**config.mk**
```make
export PLATFORM = sky130hd
export DESIGN_NAME = paint_scheduler
export DESIGN_NICKNAME = d
export VERILOG_FILES = /design/src/rtl/paint_scheduler.sv
export SDC_FILE = /design/constraint.sdc
export NUM_CORES = 1
export LEC_CHECK = 0
export ABC_AREA = 0
export CORE_MARGIN = 5
export CORE_UTILIZATION = 50
export CTS_BUF_LIST = sky130_fd_sc_hd__clkbuf_8
export DETAILED_ROUTE_END_ITERATION = 12
export PLACE_DENSITY = 0.73
export SKIP_CTS_REPAIR_TIMING = 1
export SLEW_MARGIN = 0
export SYNTH_ARGS = -nofsm -noshare
export SYNTH_HDL_FRONTEND = slang
export SYNTH_SLANG_ARGS = --single-unit
```
**constraint.sdc**
```tcl
create_clock -name clk -period 10.15 [get_ports clk]
set_input_delay 2.5375 -clock clk [delete_from_list [all_inputs] [get_ports clk]]
set_output_delay 2.5375 -clock clk [all_outputs]
set_load 0.02 [all_outputs]
```
**src/rtl/paint_scheduler.sv**
```systemverilog
// Paint command scheduler: buffers dot/square/clear commands and rasterises them
// into single-pixel writes on the pixel store's write port when the display allows.
package paint_scheduler_pkg;
  typedef struct packed {
    logic [1:0] op;
    logic [7:0] x;
    logic [7:0] y;
    logic [2:0] color;
    logic [1:0] size;
  } paint_cmd_t;

  localparam logic [1:0] OP_DOT    = 2'b00;
  localparam logic [1:0] OP_SQUARE = 2'b01;
  localparam logic [1:0] OP_CLEAR  = 2'b10;
  localparam logic [1:0] OP_NOP    = 2'b11;
endpackage

module paint_scheduler
  import paint_scheduler_pkg::*;
#(
  parameter int unsigned DEPTH = 4,
  parameter int unsigned XMAX  = 159,
  parameter int unsigned YMAX  = 119
) (
  input  logic       clk,
  input  logic       reset,
  input  logic       cmd_valid,
  output logic       cmd_ready,
  input  logic [1:0] cmd_op,
  input  logic [7:0] cmd_x,
  input  logic [7:0] cmd_y,
  input  logic [2:0] cmd_color,
  input  logic [1:0] cmd_size,
  input  logic       wr_allow,
  output logic       we,
  output logic [7:0] wx,
  output logic [7:0] wy,
  output logic [2:0] wcolor,
  output logic       busy,
  output logic       drop
);

  localparam int unsigned AW = (DEPTH > 1) ? $clog2(DEPTH) : 1;
  localparam int unsigned PW = AW + 1;
  localparam logic [7:0] XMAX_8 = 8'(XMAX);
  localparam logic [7:0] YMAX_8 = 8'(YMAX);
  localparam logic [8:0] XMAX_9 = 9'(XMAX);
  localparam logic [8:0] YMAX_9 = 9'(YMAX);

  typedef enum logic {S_IDLE, S_DRAW} state_t;

  paint_cmd_t        r_mem [DEPTH];
  logic [PW-1:0]     r_wr_ptr, r_rd_ptr;
  state_t            r_state, w_state_nxt;
  logic [7:0]        r_x0, r_x1, r_y1, r_cx, r_cy;
  logic [7:0]        w_x0_nxt, w_x1_nxt, w_y1_nxt, w_cx_nxt, w_cy_nxt;
  logic [2:0]        r_color, w_color_nxt;
  logic              r_we, w_we_nxt;
  logic [7:0]        r_wx, r_wy, w_wx_nxt, w_wy_nxt;
  logic [2:0]        r_wcolor, w_wcolor_nxt;
  logic              r_drop, w_drop_nxt;

  logic              w_empty, w_full, w_push, w_pop, w_oob;
  paint_cmd_t        w_head, w_in;
  logic [8:0]        w_sq_x_sum, w_sq_y_sum;
  logic [7:0]        w_sq_x1, w_sq_y1;

  // FIFO status; full uses the wrap bit so all DEPTH slots are usable
  assign w_empty = (r_wr_ptr == r_rd_ptr);
  assign w_full  = (r_wr_ptr[AW-1:0] == r_rd_ptr[AW-1:0]) && (r_wr_ptr[AW] != r_rd_ptr[AW]);
  assign w_push  = cmd_valid && !w_full;
  assign w_head  = r_mem[r_rd_ptr[AW-1:0]];
  assign w_in    = '{op: cmd_op, x: cmd_x, y: cmd_y, color: cmd_color, size: cmd_size};

  assign w_oob      = (w_head.x > XMAX_8) || (w_head.y > YMAX_8);
  assign w_sq_x_sum = 9'(w_head.x) + 9'(w_head.size);
  assign w_sq_y_sum = 9'(w_head.y) + 9'(w_head.size);
  assign w_sq_x1    = (w_sq_x_sum > XMAX_9) ? XMAX_8 : w_sq_x_sum[7:0];
  assign w_sq_y1    = (w_sq_y_sum > YMAX_9) ? YMAX_8 : w_sq_y_sum[7:0];

  always_ff @(posedge clk) begin
    if (w_push) begin
      r_mem[r_wr_ptr[AW-1:0]] <= w_in;
    end
  end

  // Next-state, raster walk and write-port outputs
  always_comb begin
    w_state_nxt  = r_state;
    w_pop        = 1'b0;
    w_x0_nxt     = r_x0;
    w_x1_nxt     = r_x1;
    w_y1_nxt     = r_y1;
    w_cx_nxt     = r_cx;
    w_cy_nxt     = r_cy;
    w_color_nxt  = r_color;
    w_we_nxt     = 1'b0;
    w_wx_nxt     = r_wx;
    w_wy_nxt     = r_wy;
    w_wcolor_nxt = r_wcolor;
    w_drop_nxt   = 1'b0;
    case (r_state)
      S_IDLE: begin
        if (!w_empty) begin
          w_pop = 1'b1;
          case (w_head.op)
            OP_DOT, OP_SQUARE: begin
              if (w_oob) begin
                w_drop_nxt = 1'b1;
              end else begin
                w_x0_nxt    = w_head.x;
                w_cx_nxt    = w_head.x;
                w_cy_nxt    = w_head.y;
                w_x1_nxt    = (w_head.op == OP_SQUARE) ? w_sq_x1 : w_head.x;
                w_y1_nxt    = (w_head.op == OP_SQUARE) ? w_sq_y1 : w_head.y;
                w_color_nxt = w_head.color;
                w_state_nxt = S_DRAW;
              end
            end
            OP_CLEAR: begin
              w_x0_nxt    = 8'd0;
              w_cx_nxt    = 8'd0;
              w_cy_nxt    = 8'd0;
              w_x1_nxt    = XMAX_8;
              w_y1_nxt    = YMAX_8;
              w_color_nxt = w_head.color;
              w_state_nxt = S_DRAW;
            end
            default: begin
            end
          endcase
        end
      end
      S_DRAW: begin
        if (wr_allow) begin
          w_we_nxt     = 1'b1;
          w_wx_nxt     = r_cx;
          w_wy_nxt     = r_cy;
          w_wcolor_nxt = r_color;
          if (r_cx < r_x1) begin
            w_cx_nxt = r_cx + 8'd1;
          end else if (r_cy < r_y1) begin
            w_cx_nxt = r_x0;
            w_cy_nxt = r_cy + 8'd1;
          end else begin
            w_state_nxt = S_IDLE;
          end
        end
      end
      default: w_state_nxt = S_IDLE;
    endcase
  end

  always_ff @(posedge clk) begin
    if (!reset) begin
      r_state  <= S_IDLE;
      r_wr_ptr <= '0;
      r_rd_ptr <= '0;
      r_x0     <= 8'd0;
      r_x1     <= 8'd0;
      r_y1     <= 8'd0;
      r_cx     <= 8'd0;
      r_cy     <= 8'd0;
      r_color  <= 3'd0;
      r_we     <= 1'b0;
      r_wx     <= 8'd0;
      r_wy     <= 8'd0;
      r_wcolor <= 3'd0;
      r_drop   <= 1'b0;
    end else begin
      r_state  <= w_state_nxt;
      if (w_push) r_wr_ptr <= r_wr_ptr + PW'(1);
      if (w_pop)  r_rd_ptr <= r_rd_ptr + PW'(1);
      r_x0     <= w_x0_nxt;
      r_x1     <= w_x1_nxt;
      r_y1     <= w_y1_nxt;
      r_cx     <= w_cx_nxt;
      r_cy     <= w_cy_nxt;
      r_color  <= w_color_nxt;
      r_we     <= w_we_nxt;
      r_wx     <= w_wx_nxt;
      r_wy     <= w_wy_nxt;
      r_wcolor <= w_wcolor_nxt;
      r_drop   <= w_drop_nxt;
    end
  end

  assign cmd_ready = !w_full;
  assign busy      = (r_state == S_DRAW) || !w_empty;
  assign we        = r_we;
  assign wx        = r_wx;
  assign wy        = r_wy;
  assign wcolor    = r_wcolor;
  assign drop      = r_drop;

endmodule

```
== Yosys cells after proc, flatten, opt, wreduce, memory -nomap -nowiden ==
Memories as Yosys holds them, arrays and structs flattened. A register that Yosys moved wholly into a read port is not among the register bits.
Cells that the tools add are included.
Storage, ports and cells
  output and inout port bits: 23
  RAM bits: 92
  memories kept: 1
  flip-flop bits (word level): 71
  input port bits: 27
Cells by class
  multiplexer cells: 39
  equality and inequality tests: 13
  order comparisons: 6
  add/sub/neg operators: 6
  bitwise operators: 4
  reduce and logical (&&, ||, !) cells: 15
Memory list
  r_mem: words 4, bits a word 23, read ports 1, clocked after memory_dff 1, write ports 1, RTL line 52  | paint_cmd_t r_mem [DEPTH];
Operators with widths (number)
  $mux 8: 16
  $pmux 8 s2: 6
  $add 8x2->9: 2
  $add 8x1->8 const B: 2
  $lt 8x8->1: 2
  $mux 1: 11
  $gt 9x7->1 const B: 1
  $gt 9x8->1 const B: 1
  $gt 8x7->1 const B: 1
  $gt 8x8->1 const B: 1
  $ne 2x2->1 const B: 4
  $add 3x1->3 const B: 2
  $ne 3x1->1 const B: 2
  $pmux 3 s2: 1
  $reduce_and 6->1: 1
  $reduce_and 5->1: 1
  $mux 2: 2
  $not 1->1: 4
  $pmux 1 s2: 2
  $reduce_and 2->1: 2
  $reduce_and 4->1: 1
  $reduce_or 4->1: 1
  $eq 3x3->1: 1
  $mux 3: 1
  other kinds (12): 15

== Depth between registers and ports, before layout ==
  word-level depth: 6
  gate-level depth with buffers: 12
  mapped depth without buffers: 9

== Least setup slack after synthesis ==
No wires, ideal clock.
  path type: flip-flop to output port
  start: reg r_state
  end: out busy
  arrival: 1.219 ns
  stages on the path, launching flop included: 4
  setup slack: 6.393 ns
  data required time: 7.613 ns
  cells stage by stage: dfxtp_1 clkbuf_1 clkbuf_1 nand4b_1
On the way
  cells in the longest elaborated chain, start to end: 1
RTL lines
  start: declaration: RTL line 54  | state_t r_state, w_state_nxt;
  start signal: assignment: RTL line 171  | r_state <= w_state_nxt;
  $logic_or 1x1->1: RTL line 189  | assign busy = (r_state == S_DRAW) || !w_empty;
  end: declaration: RTL line 39  | output logic busy,
No other way between the ends.

== Worst setup path after layout ==
  start: reg r_rd_ptr[2]
  end: out cmd_ready
On the way
  cells in the longest elaborated chain, start to end: 3
RTL lines
  start: declaration: RTL line 53  | logic [PW-1:0] r_wr_ptr, r_rd_ptr;
  start signal: assignment: RTL line 173  | if (w_pop) r_rd_ptr <= r_rd_ptr + PW'(1);
  $ne 1x1->1: RTL line 70  | assign w_full = (r_wr_ptr[AW-1:0] == r_rd_ptr[AW-1:0]) && (r_wr_ptr[AW] != r_rd_ptr[AW]);
  $logic_and 1x1->1: RTL line 70
  $logic_not 1->1: RTL line 188  | assign cmd_ready = !w_full;
  end: declaration: RTL line 28  | output logic cmd_ready,
No other way between the ends.

==> impl_results.md <==
* Status: complete, no violations
* CTS sink count at about 170
* Congestion Overflow GR at 0
* DP Area at 8060 um^2
* Fmax at 0.220 GHz
* Antenna violations before repair at 0
* # setup viols final at 0
* Netlist cell types at 56
* Post-route cell area at 8440 um^2
* DRC at 0
* Clk_skew at 0.00749 ns
* Pwr per Cell Area at around 260 nW/um^2
* Initial Util at 51.1%
* Dominant synthesized flop cell: edfxtp_1
* Setup TNS at 0 ns
* Crit end category: primary output
* DRT antenna net count at 0
* Post-Syn Instances at about 630
* Maximum number of pins on one net before global-route repair at just under 60
* Yosys reg bits at roughly 170
* Vias per Instance at 5.84
* Multi-input gate area at 2980 um^2
* Gpl congestion at 0.828
* Die Height at 132 um
* Clock Tree Root: clkbuf_8
* Syn nets at 680
* TritonRoute pass-1 iters at 5
* Mean Syn Cell Area at 11.9 um^2
* Post-Synth Simple-Gate Area at approximately an eighth
* Sequential share of the synthesized area at 56.9%
* Wire per inst at approximately 18 um
* Share of cells above drive strength 1 at 10.4%
* Critical path arrival at 2.00 ns
* Worst-Skew Late Latency at ~0.45 ns
* Slew HR at 39.2%
* GRT Overall Usage at 17.9%
* First-pass GRT wire length at 25100 um
* Final worst slack at 5.61 ns
* Fin nets at 724
* Actual slew at the worst max-slew pin at 0.908 ns
* Area grow syn2layout at 13.7%
* Fin. max-slew vios at 0
* Worst vdd ir at 0.150 mV
* YS warnings at 0
* CP startpoint: r_rd_ptr[2]
* Worst reg2reg path depth at 9
* Final period utilization at 44.7%
* # Max-Cap Violations at 0
* ANT cells at 0
* LEAKAGE at a little under 0.003 uW
* Adder-cell share of the synthesized area at 4.75%
* DR vias at 5043
* Post-synthesis mux area share at under 10%
* Hold/Removal Path Class: register to register
* Hold EP: wx[7]
* Die Area at 17400 um^2
* Core Box Area at 14500 um^2
* Fraction of synthesized cell area in xor and xnor cells at 2.83%
* Vias in the first global route at 4976
* Cts bufs inserted at 17
* Worst R2R End: r_cx[5]
* Final hold vios at 0
* Mapped cell area at 7420 um^2
* Fillers at 1207
* IO Port Bufs at 49
* CP Data Required Time at 7.61 ns
* Critical path startpoint category: register
* Compound-Gate Fraction of Synth Area at a little under an eighth
* Total Wirelength at 15300 um
* R2r setup slk at approximately 6.2 ns
* Final hold slack at 0.454 ns
* Clock buffer depth at 2
* TritonCTS clock tree: built
* Hold Path Depth at 2
* Clock-pin slew on the worst setup and hold paths at ~0.08 ns
* Final Power at around 2200 uW
* Post-synth EDFFs at 92
* RSZ-0062 raised after global routing: false
* Place WS at 5.66 ns
* Num ports at 50
* Rows at 44
* Dpl hpwl at 10400 um
* Die width at 132 um
* DRT iter0 DRCs at between 300 and 400
* Fraction of registers with async set or reset after synthesis at 0%
* # H-tree levels at 4
* Reg area at 4220 um^2
* Post-layout min period at 4.54 ns
* Hold_sp: wx[7]
* Crit-path max FO at 6
* Critical path class: register to primary output
* Largest family of logic cells by synthesized area: simple AND/OR/NAND/NOR gates
## state kept, by name (all words and copies together) (netlist names), named ones only
register and cells:
wy 8, r_rd_ptr 3, r_mem 92, we 1, r_color 3, wcolor 3, r_x1 8, wx 8
r_wr_ptr 3, r_x0 8, r_state 1, drop 1, r_y1 8, r_cx 8, r_cy 8
## power breakdown
group | switching, uW | total [uW] | internal, uW
combinational | 558 | 920 | 362
sequential | 64.6 | 859 | 794
clock | 221 | 456 | 235
total | 844 | 2230 | 1390
## through the flow
step                      utilization (%)  cells
after floorplan                         -    626
after global placement               55.5    835
after detailed placement             55.5    835
after CTS                            58.1    864
after global routing                 58.1    864
final                                58.1    864
## per-layer routing
metal / vias up / track usage (%) / part of all wire (%)
li1: 2402 / - / -
met2: 160 / 29.0 / 47
met1: 2455 / 23.1 / 45
met5: - / 0 / 0
met4: 0 / 6.91 / 2.3
met3: 26 / 4.92 / 6.3
## worst max path at each step
stage | end | depth (start not counted)
5_1_grt | cmd_ready | 3
6_report | cmd_ready | 3
3_5_place_dp | r_cx[3] | 5
4_1_cts | cmd_ready | 3
2_1_floorplan | busy | 3
3_3_place_gp | r_cx[6] | 5
## area by class of cell
class / instances / area share, %
Sequential cell: 165 / 50.1
Multi-Input combinational cell: 408 / 35.3
Timing Repair Buffer: 58 / 6.61
Clock buffer: 17 / 2.77
Tap cell: 184 / 2.73
Clock inverter: 12 / 1.68
Inverter: 20 / 0.890
## placed cells by master, fill, tap and decap left out, drive strengths merged, types with 16 or more instances in the layout
| master | n |
|---|---|
| a211oi | 16 |
| a21oi | 45 |
| clkbuf | 17 |
| clkdlybuf4s50 | 49 |
| dfxtp | 73 |
| edfxtp | 92 |
| ha | 25 |
| inv | 21 |
| mux4 | 23 |
| nand2 | 94 |
| nand3 | 20 |
| nor2 | 39 |
| xnor2 | 18 |
## cells in the mapped netlist (all sizes together) (7+ instances only)
cell type,instances,area (um^2)
a211oi,16,130
dfxtp,73,1460
ha,25,313
and3,8,50.1
xnor2,18,158
inv,20,75.1
a21oi,45,229
buf,7,51.3
nand4,8,50.1
clkbuf,26,97.6
edfxtp,92,2760
a32o,7,70.1
nand2,94,353
nand3,20,100
nor2,39,146
mux4,23,518
mux2i,11,110
o21ai,15,75.1
## cell families after synthesis
| kind of cell | Yosys count |
|---|---|
| flip-flops | 165 |
| XOR/XNOR | 24 |
| AO/OA/AOI/OAI | 124 |
| AND/OR/NAND/NOR | 197 |
| multiplexers | 36 |
| adder cells (fa/ha/maj) | 27 |
| buffers and inverters | 53 |
## critical path, cell delays in order, from the launching register on
cell             delay [ns]
dfxtp_1                0.34
xnor2_1                0.33
nand3b_1               0.25
clkdlybuf4s50_1        0.64
Power figures use the tool's default switching activity.
